`src/rtl/nnz_pair_streamer.sv`:
```
// Packs CSC-ordered nonzeros into two lanes per cycle for conf_sys, fetching one x element per
// new column and replaying any lane-2 record that conf_sys rejects through the overlap response.
module nnz_pair_streamer #(
  parameter int VAL_W      = 32,
  parameter int ROW_W      = 12,
  parameter int BUF_DEPTH  = 4,
  parameter int FLUSH_WAIT = 3
) (
  input  logic             clk,
  input  logic             reset,
  input  logic             start,
  input  logic             nz_valid,
  output logic             nz_ready,
  input  logic [VAL_W-1:0] nz_val,
  input  logic [ROW_W-1:0] nz_row,
  input  logic             nz_clast,
  input  logic             nz_mlast,
  input  logic             x_valid,
  output logic             x_ready,
  input  logic [VAL_W-1:0] x_data,
  input  logic             overlap,
  output logic [VAL_W-1:0] val1,
  output logic [ROW_W-1:0] rowIdx1,
  output logic             tag1,
  output logic [VAL_W-1:0] val2,
  output logic [ROW_W-1:0] rowIdx2,
  output logic             tag2,
  output logic [VAL_W-1:0] vec,
  output logic             busy,
  output logic             done
);

  // state  | meaning
  // IDLE   | no pass active, lanes empty
  // STREAM | accepting records and issuing lanes
  // DRAIN  | last record accepted; emptying the buffer and waiting out the final overlap
  typedef enum logic [1:0] {IDLE, STREAM, DRAIN} state_t;

  localparam int AW   = $clog2(BUF_DEPTH);
  localparam int CW   = AW + 1;
  localparam int FW_W = $clog2(FLUSH_WAIT + 1);

  state_t state_q, state_d;

  logic [VAL_W-1:0] bval_q [BUF_DEPTH];
  logic [ROW_W-1:0] brow_q [BUF_DEPTH];
  logic             bcl_q  [BUF_DEPTH];
  logic             bml_q  [BUF_DEPTH];
  logic [AW-1:0]    rd_q, rd_d, wr_q, wr_d, rd1;
  logic [CW-1:0]    cnt_q, cnt_d, pop_n;

  logic [VAL_W-1:0] val1_q, val1_d, val2_q, val2_d, vec_q, vec_d, xh_q, xh_d;
  logic [ROW_W-1:0] row1_q, row1_d, row2_q, row2_d;
  logic             tag1_q, tag1_d, tag2_q, tag2_d;
  logic             par_q, par_d, colopen_q, colopen_d, xh_v_q, xh_v_d, done_q, done_d;
  logic [FW_W-1:0]  flush_q, flush_d;

  logic             run, rp_hit, push, have1, have2, n0, n1;
  logic             x1_port, x1_ok, x2_ok, lone_go, pair, single, issue1, prefetch;
  logic [VAL_W-1:0] xa, xb;

  assign run      = (state_q != IDLE);
  assign rd1      = rd_q + AW'(1);
  assign nz_ready = (state_q == STREAM) && (cnt_q != CW'(BUF_DEPTH));
  assign push     = nz_valid && nz_ready;
  assign have1    = (cnt_q != '0);
  assign have2    = (cnt_q >= CW'(2));

  // A rejected lane 2 takes priority over everything and goes straight back out in lane 1.
  assign rp_hit   = run && overlap && (val2_q != '0);

  // n0: head record opens a new column; n1: the record behind it does.
  assign n0       = colopen_q;
  assign n1       = bcl_q[rd_q];
  assign x1_port  = n0 && !xh_v_q;
  assign x1_ok    = !n0 || xh_v_q || x_valid;
  assign x2_ok    = !n1 || (x_valid && !x1_port);
  assign lone_go  = bml_q[rd_q] || (flush_q == FW_W'(FLUSH_WAIT));
  assign pair     = run && !rp_hit && have2 && x1_ok && x2_ok;
  assign single   = run && !rp_hit && !pair && have1 && x1_ok && (have2 || lone_go);
  assign issue1   = pair || single;

  // While the head waits for a partner, its column x is fetched early so a later
  // column-spanning pair can take the second x from the port in the same cycle.
  assign prefetch = run && !rp_hit && !issue1 && have1 && x1_port;
  assign x_ready  = (issue1 && x1_port) || (pair && n1) || prefetch;

  assign xa       = n0 ? (xh_v_q ? xh_q : x_data) : vec_q;
  assign xb       = n1 ? x_data : xa;
  assign pop_n    = pair ? CW'(2) : (single ? CW'(1) : '0);

  always_comb begin
    state_d   = state_q;
    rd_d      = rd_q + pop_n[AW-1:0];
    wr_d      = wr_q + AW'(push);
    cnt_d     = cnt_q + CW'(push) - pop_n;
    val1_d    = '0;
    row1_d    = '0;
    tag1_d    = 1'b0;
    val2_d    = '0;
    row2_d    = '0;
    tag2_d    = 1'b0;
    vec_d     = vec_q;
    xh_d      = xh_q;
    xh_v_d    = xh_v_q;
    par_d     = par_q;
    colopen_d = colopen_q;
    flush_d   = flush_q;
    done_d    = 1'b0;

    case (state_q)
      IDLE: begin
        if (start) begin
          state_d   = STREAM;
          par_d     = 1'b0;
          colopen_d = 1'b1;
          xh_v_d    = 1'b0;
          flush_d   = '0;
        end
      end
      STREAM: if (push && nz_mlast) state_d = DRAIN;
      DRAIN: begin
        if (!have1 && !rp_hit) begin
          state_d = IDLE;
          done_d  = 1'b1;
        end
      end
      default: state_d = IDLE;
    endcase

    if (run) begin
      if (rp_hit) begin
        val1_d = val2_q;
        row1_d = row2_q;
        tag1_d = tag2_q;
      end else if (issue1) begin
        val1_d    = bval_q[rd_q];
        row1_d    = brow_q[rd_q];
        tag1_d    = par_q;
        vec_d     = pair ? xb : xa;
        colopen_d = pair ? bcl_q[rd1] : bcl_q[rd_q];
        par_d     = par_q ^ bcl_q[rd_q] ^ (pair && bcl_q[rd1]);
        if (n0 && xh_v_q) xh_v_d = 1'b0;
        if (pair) begin
          val2_d = bval_q[rd1];
          row2_d = brow_q[rd1];
          tag2_d = par_q ^ bcl_q[rd_q];
        end
      end
      if (prefetch && x_valid) begin
        xh_v_d = 1'b1;
        xh_d   = x_data;
      end
      if (issue1 || cnt_q != CW'(1)) flush_d = '0;
      else if (!rp_hit && flush_q != FW_W'(FLUSH_WAIT)) flush_d = flush_q + FW_W'(1);
    end
  end

  always_ff @(posedge clk) begin
    if (reset) begin
      state_q   <= IDLE;
      rd_q      <= '0;
      wr_q      <= '0;
      cnt_q     <= '0;
      val1_q    <= '0;
      row1_q    <= '0;
      tag1_q    <= 1'b0;
      val2_q    <= '0;
      row2_q    <= '0;
      tag2_q    <= 1'b0;
      vec_q     <= '0;
      xh_q      <= '0;
      xh_v_q    <= 1'b0;
      par_q     <= 1'b0;
      colopen_q <= 1'b0;
      flush_q   <= '0;
      done_q    <= 1'b0;
      for (int i = 0; i < BUF_DEPTH; i++) begin
        bval_q[i] <= '0;
        brow_q[i] <= '0;
        bcl_q[i]  <= 1'b0;
        bml_q[i]  <= 1'b0;
      end
    end else begin
      state_q   <= state_d;
      rd_q      <= rd_d;
      wr_q      <= wr_d;
      cnt_q     <= cnt_d;
      val1_q    <= val1_d;
      row1_q    <= row1_d;
      tag1_q    <= tag1_d;
      val2_q    <= val2_d;
      row2_q    <= row2_d;
      tag2_q    <= tag2_d;
      vec_q     <= vec_d;
      xh_q      <= xh_d;
      xh_v_q    <= xh_v_d;
      par_q     <= par_d;
      colopen_q <= colopen_d;
      flush_q   <= flush_d;
      done_q    <= done_d;
      if (push) begin
        bval_q[wr_q] <= nz_val;
        brow_q[wr_q] <= nz_row;
        bcl_q[wr_q]  <= nz_clast;
        bml_q[wr_q]  <= nz_mlast;
      end
    end
  end

  assign val1    = val1_q;
  assign rowIdx1 = row1_q;
  assign tag1    = tag1_q;
  assign val2    = val2_q;
  assign rowIdx2 = row2_q;
  assign tag2    = tag2_q;
  assign vec     = vec_q;
  assign busy    = run;
  assign done    = done_q;

endmodule
```
`config.mk`:
```
export PLATFORM = sky130hd
export DESIGN_NAME = nnz_pair_streamer
export DESIGN_NICKNAME = d
export VERILOG_FILES = /design/src/rtl/nnz_pair_streamer.sv
export SDC_FILE = /design/constraint.sdc
export NUM_CORES = 1
export LEC_CHECK = 0
export CORE_AREA = 3 3 132 230
export CTS_CLUSTER_DIAMETER = 120
export DETAILED_ROUTE_END_ITERATION = 16
export DIE_AREA = 0 0 135 233
export HOLD_SLACK_MARGIN = 0.15
export PLACE_DENSITY_LB_ADDON = 0.08
export SLEW_MARGIN = 20
export SYNTH_ARGS = -nofsm -noshare
export SYNTH_HDL_FRONTEND = slang
export SYNTH_SLANG_ARGS = --single-unit
```
`constraint.sdc`:
```
create_clock -name clk -period 6.8 [get_ports clk]
set_clock_uncertainty 0.1 [all_clocks]
set_input_delay 0.68 -clock clk [delete_from_list [all_inputs] [get_ports clk]]
set_output_delay 0.68 -clock clk [all_outputs]
set_load 0.02 [all_outputs]
```
==> impl_metrics.tcl, run 1 <==
set metrics [dict create \
    status "finished clean" \
    grt.overflow.total 0 \
    min_period_ps 4210 \
    hpwl_um 24400 \
    fill_cells 2110 \
    max_cap_viol_count 0 \
    pwr-share-clk 0.350 \
    required_ps 6020 \
    grt_pass1_vias 11000 \
    core-area_um2 28600 \
    yosys_warnings 0 \
    setup_viol 0 \
    cts.repair.resized 0 \
    r2r-start "rd_q[1]$_SDFF_PP0_" \
    sw_frac_of_total 0.274 \
    synth_seq_cells 353 \
    multiInputGateArea_um2 6400 \
    seqCellArea_um2 8920 \
    grt_use_total 0.253 \
    finalCritPeriodShare 0.620 \
    leakage_nw 6.41 \
    synthSimpleGateAreaFrac 0.160 \
    syn_area_um2 15700 \
    synth-edff-count 184 \
    synth_cells 1244 \
    synth-seq-area-share 0.567 \
    critPathCaptureType "output port" \
    max_slew.worst_pin.slew_ps 824 \
    hp-start "xh_q[26]$_SDFFE_PP0P_" \
    synth-compound-area-share 0.103 \
    cts_setup_buffers 0 \
    grt_util_met2 0.457 \
    hp-class "flip-flop to flip-flop" \
    final_common_cell "clkdlybuf4s50_1" \
    area_growth_syn_to_layout_pct 22.5 \
    worst_ir_drop_vdd_mv 0.225 \
    nets 1494 \
    internal_power_w 0.00403 \
    muxShareOfSynthArea 0.131 \
    dieArea_um2 31500 \
    finalHoldViolations 0 \
    slew_headroom 0.451 \
    finalSetupTns_ps 0 \
    cp_max_fo 9 \
    grt_first_pass_wirelength_um 61400 \
    cts.sinks 353 \
    slew_violations 0 \
    rsz0062_at_grt "no" \
    final_cell_mix "clkdlybuf4s50_1, and2_1, edfxtp_1" \
    ys.flop_type "edfxtp_1" \
    grt_max_degree 69 \
    busiest_layer "met2" \
    cp_slowest_cell "nor4_1" \
    fmax_mhz 237 \
    synth_nets 1333 \
    cp_cell_sequence "nor4_1, and4_1, a21bo_2, nand2_1, a21oi_1, clkdlybuf4s50_1" \
    dpl_worst_slack_ps 2860 \
    finalWirelength_um 39600 \
    cts_max_path_buffers 3 \
    initial_core_util 0.549 \
    synthDistinctLibCells 54 \
    cts_tree "yes" \
    worstPathArrival_ps 3430 \
    crit_path_max_incr_delay_ps 720 \
    firstDrtPassIters 5 \
    seqPwrFrac 0.446 \
    total_power_w 0.00555 \
    fp.dieH_um 233 \
    pin_count 210 \
    cts-htree-levels 2 \
    start_kind "flip-flop" \
    use_met3 0.0426 \
    use_met1 0.302 \
    setup.worst_path.start "val2[22]$_SDFF_PP0_" \
    insertion_delay_ps 530 \
    route.detailed.drc 0 \
    place_congestion 0.821 \
    numCtsBuffers 34 \
    power_switching_w 0.00152 \
    power_density_nw_per_um2 289 \
    post_drt_wl_per_cell_um 21.9 \
    holdBufCountCts 0 \
    synth_top_family_by_area "simple AND/OR/NAND/NOR gates" \
    fin_ws_ps 2590 \
    clkSlewWorstSetupHoldPaths_ps 60 \
    port_buffers 209 \
    antenna_found_initial 1 \
    vias 10800 \
    synth_adder_area_share 0.00518 \
    p_comb_frac 0.204 \
    async_reset_ff_frac 0 \
    diodes 0 \
    synth_xor_area_frac 0.00390 \
    die_width_um 135 \
    root_buffer "clkbuf_16" \
    first_iter_violations 633 \
    ant_nets 0 \
    via_per_inst 5.98 \
    crit_type "flip-flop to output port" \
    std_cell_rows 82 \
    drive_gt1_frac 0.134 \
    synth_area_per_cell_um2 12.6 \
]
-- registers in the layout, summed over array words and instances, names as in the netlist, 2 cells and up --
register and count:
bval_q 128, brow_q 48, val1 32, val2 32
vec 32, xh_q 32, rowIdx1 12, rowIdx2 12
bcl_q 4, bml_q 4, cnt_q 3, flush_q 2
rd_q 2, state_q 2, wr_q 2
-- area by class of cell --
| class | count | share of cell area |
|---|---|---|
| Tap cell | 378 | 0.0246 |
| Inverter | 5 | 0.000976 |
| Timing Repair Buffer | 231 | 0.119 |
| Clock inverter | 14 | 0.00911 |
| Clock buffer | 46 | 0.0498 |
| Sequential cell | 353 | 0.464 |
| Multi-Input combinational cell | 780 | 0.333 |
-- cell usage after synthesis, drive strengths merged, types with 2 or more instances --
library cell    n  area [µm²]
a21oi          40         200
a22o            2        17.5
a22oi          45         338
a2bb2oi        31         272
and2          186        1160
and4            3        26.3
buf            18         113
clkbuf         88         330
dfxtp         169        3380
edfxtp        184        5530
ha              4        50.1
inv             5        18.8
mux4           91        2050
nand2          70         263
nand2b          4        25.0
nand3          11        60.1
nand3b         33         248
nand4           3        18.8
nor2           64         248
nor2b          49         307
nor3            2        10.0
nor3b           2        15.0
nor4           10        68.8
o21ai          34         170
o21bai          2        15.0
o2bb2ai        31         272
o31ai          32         240
or2             6        37.5
or3             2        12.5
xnor2           5        43.8
xor2            2        17.5
-- worst paths after layout --
kind                           end  slack [ps]  depth (start not counted)
max                        x_ready        2590                          6
min          xh_q[26]$_SDFFE_PP0P_         340                          2
max reg2reg    cnt_q[2]$_SDFF_PP0_        2870                         12
min reg2reg  xh_q[26]$_SDFFE_PP0P_         340                          2
-- routing by layer --
layer	up-vias	routed length, µm	share of wire
met2	377	21100	0.53
met5	-	7	0.00018
met1	5407	14700	0.37
met3	93	2470	0.062
met4	2	1420	0.036
li1	4932	-	-
-- cell families (layout without fill, tap and decap cells) --
logic type	Yosys count	after routing
flip-flops	353	353
buffers and inverters	111	296
XOR/XNOR	7	7
AO/OA/AOI/OAI	228	228
adder cells (fa/ha/maj)	6	6
AND/OR/NAND/NOR	447	447
multiplexers	92	92
-- worst max-delay path, delay by kind of cell (launching register included) --
kind | cells | cell delay, ps
simple gates | 3 | 1410
buf+inv | 1 | 650
compound gates | 2 | 480
flops | 1 | 370
-- power by group through the flow --
| stage | registers, W | clock network (W) | logic, W |
|---|---|---|---|
| CTS | 0.00248 | 0.00198 | 0.00114 |
| floorplan | 0.00246 | 0 | 0.000834 |
| detailed placement | 0.00253 | 0 | 0.00114 |
| finish | 0.00248 | 0.00194 | 0.00113 |
| global placement | 0.00252 | 0 | 0.00110 |
| global route | 0.00250 | 0.00205 | 0.00123 |
-- stage by stage --
| stage | area [µm²] | hold slack [ps] | cells | util |
|---|---|---|---|---|
| after floorplan | 15700 | 327 | 1244 | - |
| after global placement | 18000 | 332 | 1745 | 0.630 |
| after detailed placement | 18100 | 338 | 1747 | 0.632 |
| after CTS | 19200 | 346 | 1807 | 0.672 |
| after global routing | 19200 | 363 | 1807 | 0.672 |
| final | 19200 | 345 | 1807 | 0.672 |
Power figures use the tool's default switching activity.
==> run 2: changes to the inputs <==
==> constraint.sdc (replaced) <==
create_clock -name clk -period 4.1 [get_ports clk]
set_clock_uncertainty 0.1 [all_clocks]
set_input_delay 0.41 -clock clk [delete_from_list [all_inputs] [get_ports clk]]
set_output_delay 0.41 -clock clk [all_outputs]
set_load 0.02 [all_outputs]
==> impl_metrics.tcl, run 2 (synthesized netlist as in run 1, its figures left out) <==
set metrics [dict create \
    max_cap_viol_count 0 \
    hp-start "reset" \
    antenna_found_initial 1 \
    worstPathArrival_ps 3180 \
    seqPwrFrac 0.444 \
    post_drt_wl_per_cell_um 22.3 \
    max_flop_register "bval_q" \
    first_iter_violations 559 \
    port_buffers 209 \
    required_ps 3590 \
    ant_nets 0 \
    finalNonFillerCells 1820 \
    std_cell_rows 82 \
    p_comb_frac 0.221 \
    setup_viol 0 \
    vias 10800 \
    cts-htree-levels 2 \
    min_to "cnt_q[2]$_SDFF_PP0_" \
    total_power_w 0.00901 \
    worstRegToRegCells 11 \
    hpwl_um 25800 \
    reg_top3 "bval_q x128, brow_q x48" \
    rsz0062_at_grt "no" \
    dpl_worst_slack_ps 697 \
    place_congestion 0.857 \
    max_slew.worst_pin.slew_ps 936 \
    final_common_cell "clkdlybuf4s50_1" \
    status "finished clean" \
    min_period_ps 3690 \
    cp_slowest_cell "clkdlybuf4s50_1" \
    insertion_delay_ps 520 \
    worst_ir_drop_vdd_mv 0.332 \
    grt.overflow.total 0 \
    finalSetupTns_ps 0 \
    hp-class "primary input to flip-flop" \
    pin_count 210 \
    route.detailed.drc 0 \
    power_switching_w 0.00249 \
    cts_max_path_buffers 3 \
    finalWirelength_um 40500 \
    regToRegSetupSlack_ps 840 \
    r2r-start "val2[30]$_SDFF_PP0_" \
    cts.repair.resized 0 \
    leakage_nw 6.43 \
    cts.sinks 353 \
    area_growth_syn_to_layout_pct 22.5 \
    grt_use_total 0.257 \
    nets 1504 \
    fin_area_um2 19200 \
    critPathCaptureType "output port" \
    cts_setup_buffers 0 \
    crit_type "flip-flop to output port" \
    slew_headroom 0.376 \
    cts_tree "yes" \
    fill_cells 2135 \
    via_per_inst 5.92 \
    sw_frac_of_total 0.277 \
    pwr-share-clk 0.335 \
    final_cell_mix "clkdlybuf4s50_1, and2_1, edfxtp_1" \
    dpl.cell_count 1757 \
    cp_max_fo 9 \
    die_width_um 135 \
    grt_max_degree 67 \
    holdBufCountCts 0 \
    grt_first_pass_wirelength_um 62400 \
    fin_ws_ps 415 \
    largest_reg_flops 128 \
    slew_violations 0 \
    crit_path_max_incr_delay_ps 640 \
    finalCritPeriodShare 0.899 \
    start_kind "flip-flop" \
    firstDrtPassIters 5 \
    numCtsBuffers 34 \
    fp.dieH_um 233 \
    post_dp_cell_area_um2 18200 \
    internal_power_w 0.00652 \
    power_density_nw_per_um2 468 \
    clkSlewWorstSetupHoldPaths_ps 60 \
    root_buffer "clkbuf_16" \
    core-area_um2 28600 \
    r2r_end "cnt_q[2]$_SDFF_PP0_" \
    fmax_mhz 271 \
    dieArea_um2 31500 \
    drive_gt1_frac 0.138 \
    min_delay_path_depth 2 \
    finalHoldViolations 0 \
    grt_pass1_vias 11100 \
    initial_core_util 0.549 \
    cp_cell_sequence "nor4_1, and4_1, a21bo_2, nand2_1, a21oi_1, clkdlybuf4s50_1" \
]
[run 2: layout make-up]
cell class                 instances  area (µm²)  share of cell area
sequential                       353        8920               0.463
multi-input combinational        780        6400               0.333
timing repair buffer             241        2360               0.123
clock buffer                      56        1040              0.0538
tap                              378         473              0.0246
clock inverter                     5        30.0             0.00156
inverter                           5        18.8            0.000975
antenna                            2        5.00            0.000260
[run 2: worst max-delay path by stage]
stage	start	end	slack, ps	cells after the start
finish	val2[30]$_SDFF_PP0_	x_ready	410	6
global route	val2[30]$_SDFF_PP0_	x_ready	200	6
CTS	val2[30]$_SDFF_PP0_	x_ready	250	6
detailed placement	val2[30]$_SDFF_PP0_	cnt_q[2]$_SDFF_PP0_	700	11
global placement	val2[30]$_SDFF_PP0_	cnt_q[2]$_SDFF_PP0_	600	11
floorplan	rd_q[0]$_SDFF_PP0_	cnt_q[2]$_SDFF_PP0_	990	12
[run 2: layer usage]
metal,GRT usage,wire length (µm)
met5,0,0
met4,0.0895,1240
met3,0.0452,2420
met2,0.473,22000
met1,0.300,14800
[run 2: critical path: cells and delay by family, from the launching register on]
family          cells  cell delay [ps]
flops               1              360
simple gates        3             1200
compound gates      2              460
buf+inv             1              640
[run 2: through the flow]
step / util / hold WS (ps)
after floorplan: - / 327
after global placement: 0.635 / 332
after detailed placement: 0.635 / 338
after CTS: 0.672 / 169
after global routing: 0.672 / 202
final: 0.672 / 187
[run 2: power by group through the flow]
stage / Sequential [W] / Clock, W / Combinational, W
6_report: 0.00400 / 0.00302 / 0.00199
5_1_grt: 0.00402 / 0.00322 / 0.00216
4_1_cts: 0.00400 / 0.00308 / 0.00201
3_5_place_dp: 0.00408 / 0 / 0.00200
3_3_place_gp: 0.00406 / 0 / 0.00198
2_1_floorplan: 0.00408 / 0 / 0.00138
